`src/rtl/program_counter_unit.sv`:
```
// Program counter unit: next-address selection, wait-for-input handshake
// with a synchronized confirm switch, halt state, and a saturating count
// of retired instructions.
module program_counter_unit #(
    parameter int ADDR_WIDTH = 10,
    parameter int RESET_ADDR = 0
) (
    input  logic                  clock,
    input  logic                  reset,
    input  logic [3:0]            muxPC,
    input  logic                  branchTaken,
    input  logic [ADDR_WIDTH-1:0] targetAddr,
    input  logic                  inputConfirm,
    output logic [ADDR_WIDTH-1:0] pc,
    output logic                  halted,
    output logic                  waitingInput,
    output logic                  inputCommit,
    output logic [15:0]           retiredCount
);

    localparam logic [3:0] SEL_BRANCH = 4'd2;
    localparam logic [3:0] SEL_JUMP   = 4'd3;
    localparam logic [3:0] SEL_HALT   = 4'd4;
    localparam logic [3:0] SEL_WAIT   = 4'd5;

    typedef enum logic [1:0] {
        RUN     = 2'd0,
        WAIT_IN = 2'd1,
        HALT    = 2'd2
    } state_t;

    state_t                  state_reg, state_next;
    logic [ADDR_WIDTH-1:0]   pc_reg, pc_next, pc_inc;
    logic [15:0]             count_reg, count_next;
    logic                    s1_reg, s2_reg, s3_reg;
    logic                    confirm_edge;
    logic                    retire;
    logic                    commit;

    // Wraps naturally at the top of the address space.
    assign pc_inc       = pc_reg + ADDR_WIDTH'(1);
    // A rising edge seen after synchronization; a level that is already
    // high produces no edge, so only a fresh press can commit.
    assign confirm_edge = s2_reg & ~s3_reg;

    // Synchronizer chain for the asynchronous confirm switch plus edge flop.
    always_ff @(posedge clock or negedge reset) begin
        if (!reset) begin
            s1_reg <= 1'b0;
            s2_reg <= 1'b0;
            s3_reg <= 1'b0;
        end else begin
            s1_reg <= inputConfirm;
            s2_reg <= s1_reg;
            s3_reg <= s2_reg;
        end
    end

    // State, pc and retired-instruction counter registers.
    always_ff @(posedge clock or negedge reset) begin
        if (!reset) begin
            state_reg <= RUN;
            pc_reg    <= ADDR_WIDTH'(RESET_ADDR);
            count_reg <= 16'd0;
        end else begin
            state_reg <= state_next;
            pc_reg    <= pc_next;
            count_reg <= count_next;
        end
    end

    // Next-state, next-pc and commit strobe decode.
    always_comb begin
        state_next = state_reg;
        pc_next    = pc_reg;
        retire     = 1'b0;
        commit     = 1'b0;
        case (state_reg)
            RUN: begin
                case (muxPC)
                    SEL_BRANCH: begin
                        pc_next = branchTaken ? targetAddr : pc_inc;
                        retire  = 1'b1;
                    end
                    SEL_JUMP: begin
                        pc_next = targetAddr;
                        retire  = 1'b1;
                    end
                    SEL_HALT: state_next = HALT;
                    SEL_WAIT: state_next = WAIT_IN;
                    // Code 1 and every undefined code simply advance.
                    default: begin
                        pc_next = pc_inc;
                        retire  = 1'b1;
                    end
                endcase
            end
            WAIT_IN: begin
                if (confirm_edge) begin
                    commit     = 1'b1;
                    pc_next    = pc_inc;
                    state_next = RUN;
                    retire     = 1'b1;
                end
            end
            HALT: state_next = HALT;
            default: state_next = RUN;
        endcase
    end

    // Saturating increment of the retired count.
    always_comb begin
        count_next = count_reg;
        if (retire && (count_reg != 16'hFFFF)) begin
            count_next = count_reg + 16'd1;
        end
    end

    assign pc           = pc_reg;
    assign retiredCount = count_reg;
    assign inputCommit  = commit;
    assign halted       = (state_reg == HALT);
    assign waitingInput = (state_reg == WAIT_IN);

endmodule

```
`config.mk`:
```
export PLATFORM = sky130hd
export DESIGN_NAME = program_counter_unit
export DESIGN_NICKNAME = d
export VERILOG_FILES = /design/src/rtl/program_counter_unit.sv
export SDC_FILE = /design/constraint.sdc
export NUM_CORES = 1
export LEC_CHECK = 0
export ABC_CLOCK_PERIOD_IN_PS = 3900
export BUFFER_PORTS_ARGS = -buffer_cell sky130_fd_sc_hd__buf_2
export CORE_UTILIZATION = 50
export CTS_BUF_LIST = sky130_fd_sc_hd__clkbuf_8
export DETAILED_ROUTE_END_ITERATION = 10
export PLACE_DENSITY_LB_ADDON = 0.05
export SLEW_MARGIN = 20
export SYNTH_ARGS = -nofsm -noshare
export SYNTH_HDL_FRONTEND = slang
export SYNTH_SLANG_ARGS = --single-unit
```
`constraint.sdc`:
```
create_clock -name clock -period 3.9 [get_ports clock]
set_input_delay 0.195 -clock clock [delete_from_list [all_inputs] [get_ports clock]]
set_output_delay 0.195 -clock clock [all_outputs]
set_load 0.02 [all_outputs]
```
==> metrics.txt <==
CP endpoint kind=register; HP Class=primary input to register; Tightest Pin Transition=~0.7 ns; type of origin of the critical path=register; WL per Instance=roughly 13 um; most frequent cells in the layout=buf_2 (46), dfrtp_1 (31), nor2_1 (17), nand2_1 (12), nand3_1 (10); Fin. Hold Viols=0; wire length on met1=1400 um; unrepaired setup endpoints after global routing=false; post-synthesis simple-gate area fraction=21.7%; Synth warnings=0; initial antenna violation count=0; Vias/cell=between 5 and 6; WHS Path Cells=1; top-area cell type share of the netlist area=approximately 49%; Final Critical Period=around 2.0 ns; Clock Skews=0.00272 ns; num rows=20; Final Max Tran Viols=0; Ant. Diodes=0; core area=a little over 3000 um^2; first-pass GRT wire length=5320 um; All-Layer GR Usage=a little over a fifth; start of the worst register-to-register path=state_reg[0]; Seq/Total Area, Yosys=49.0%; Tcrit/Tclk final=about half; H-tree depth=2; Die W=between 50 and 60 um; Req. time, crit path=between 4 and 5 ns; Post-route DRC=0; remaining global-route overflow=0; Starting Density=52.3%; Total Nets Final=230; GP Congestion=0.821; IO Pins=47; fmax=between 400 and 500 MHz; largest net degree at the start of global routing=32; synthesis-to-layout area growth=24.6%; metal3 WL=177 um; commonest non-fill, non-tap cell in the layout=buf_2; Layout fillers=~250; CTS tree=done; Max VDD drop=approximately 0.39 mV; WL final=~3300 um; Yosys top cell by area=dfrtp_1; Die ar.=3400 um^2; Worst slew margin=53.1%; CP startpoint=state_reg[0]; Top Layer Used=met4; share of layout cells above drive strength 1=33.2%; multi-input logic area=approximately 770 um^2; Num CTS Buffers=5; ANT nets after route=0; Mapped Cells=between 150 and 200; Critical R2R Capture=pc[8]; max cap viols=0; Distinct cells, synth=38; dpl ws=approximately 1.9 ns; post-CTS setup buffers=0; Worst-path clk slew=0.06 ns; main area contributors after synthesis=dfrtp_1 (49%), xnor2_1 (4.4%), nor2_1 (4.0%), xor2_1 (3.9%), nand3_1 (3.2%); Seq cells post-synth=31; Syn Area/Cell=between 9 and 10 um^2; Leakage=~0.97 nW; Mapped Nets=roughly 180; max FFs per register=16; area of the mapped netlist=around 1600 um^2; post-synthesis xor/xnor area fraction=between 8 and 9%; setup ws final=~1.9 ns; R2R Setup Slk=~1.9 ns; initial drt markers=between 70 and 80; Skew-Pair Late Insertion Delay=around 0.28 ns; met2 WL=1630 um; complex-gate fraction of the synthesized area=approximately 16%; chip height=between 50 and 60 um; # clock sinks=31; dpl cell area=between 1500 and 2000 um^2; status=finished, final reports clean; hold_sp=inputConfirm; CTS root buf=clkbuf_8; input/output buffers=between 40 and 50; DP Wirelength=between 2000 and 2500 um; FF+latch area=776 um^2; # setup viols final=0; pwr/cell area=roughly 700 nW/um^2; largest family of logic cells by synthesized area=simple AND/OR/NAND/NOR gates; hold endpoint=s1_reg; critical path fanouts, max=20; Arr. time, crit path=approximately 2.2 ns; via count=around 1,400; Crit Path Class=register to register; Synth Area in Adders=1.58%; Worst R2R Path Depth=4; setup TNS=0 ns; Post-Layout Inst Area=1970 um^2; post-synthesis mux area share=less than 1%; Pre-Repair DR Iteration Count=4; vias in the first global route=approximately 1,200; maximum buffer depth of the clock tree=2
-- how the worst max path moves through the flow --
| stage | slack [ns] | end | depth (start not counted) |
|---|---|---|---|
| 2_1_floorplan | 2.06 | retiredCount[1] | 4 |
| 3_3_place_gp | 1.96 | pc[8] | 4 |
| 3_5_place_dp | 1.92 | pc[8] | 4 |
| 4_1_cts | 1.91 | pc[9] | 5 |
| 5_1_grt | 1.76 | pc[8] | 4 |
| 6_report | 1.90 | pc[8] | 4 |
-- metrics by stage --
stage / total power, W / hold slack (ns) / instances / util [%]
2_1_floorplan: 0.000933 / -0.101 / 159 / -
4_1_cts: 0.00139 / 0.0195 / 255 / 65.0
3_5_place_dp: 0.00111 / 0.280 / 246 / 61.3
6_report: 0.00138 / 0.0218 / 255 / 65.2
5_1_grt: 0.00147 / 0.0178 / 255 / 65.2
3_3_place_gp: 0.00109 / 0.265 / 246 / 61.3
-- layout make-up --
cell class              count  share of cell area (%)
well taps                  44                    2.79
clock buffers               7                    4.88
multi-input cells         117                    39.1
clock inverters             1                   0.190
flip-flops and latches     31                    39.3
inverters                   8                    1.52
repair buffers             47                    12.2
-- worst max-delay path: stages (launching register included) --
cell and delay (ns):
dfrtp_1 0.43, nor2b_1 0.18, or4_1 0.78, o22ai_1 0.28
o2bb2a_1 0.23
-- repair_timing --
item | CTS | global route
hold buffers | 1 | 0
setup endpoints to repair | 0 | 0
gates resized for setup | 0 | 0
endpoints found under the hold margin | 31 | 0
-- cells in the mapped netlist --
| library cell | instances |
|---|---|
| nor4_1 | 1 |
| o2bb2a_1 | 1 |
| a22oi_1 | 3 |
| inv_1 | 8 |
| xor2_1 | 7 |
| and3_1 | 3 |
| o21a_1 | 1 |
| nand4_2 | 1 |
| dfrtp_1 | 31 |
| a31o_2 | 3 |
| o32ai_1 | 1 |
| xnor2_1 | 8 |
| or3b_2 | 1 |
| nor2_2 | 2 |
| or3_1 | 3 |
| a21o_2 | 1 |
| or4_1 | 1 |
| o41ai_4 | 1 |
| nor3_1 | 6 |
| nand3_1 | 10 |
| buf_2 | 1 |
| clkbuf_1 | 2 |
| o21ba_2 | 1 |
| a2111oi_2 | 1 |
| ha_1 | 2 |
| nand4_1 | 3 |
| mux2_4 | 1 |
| a31oi_1 | 1 |
| and4bb_4 | 1 |
| nor2_1 | 17 |
| a21oi_1 | 9 |
| or4_4 | 1 |
| nor2b_1 | 2 |
| o21ai_0 | 7 |
| and4_4 | 1 |
| o22ai_1 | 3 |
| a21oi_2 | 1 |
| nand2_1 | 12 |
-- report_power, final --
part           switching, W  internal, W  total [W]
Clock              0.000112     0.000158   0.000271
Sequential         0.000116     0.000418   0.000534
Combinational      0.000345     0.000229   0.000574
-- per-layer routing --
metal  GRT usage [%]  up-vias
li1                -      669
met1            24.7      641
met2            36.3       42
met3            6.70        7
met4            9.52        0
met5               0        -
-- cells by family after synthesis --
group	Yosys count
flip-flops	31
AO/OA/AOI/OAI	34
buffers and inverters	11
adder cells (fa/ha/maj)	2
XOR/XNOR	15
multiplexers	1
AND/OR/NAND/NOR	65
(Power assumes the default switching activity.)
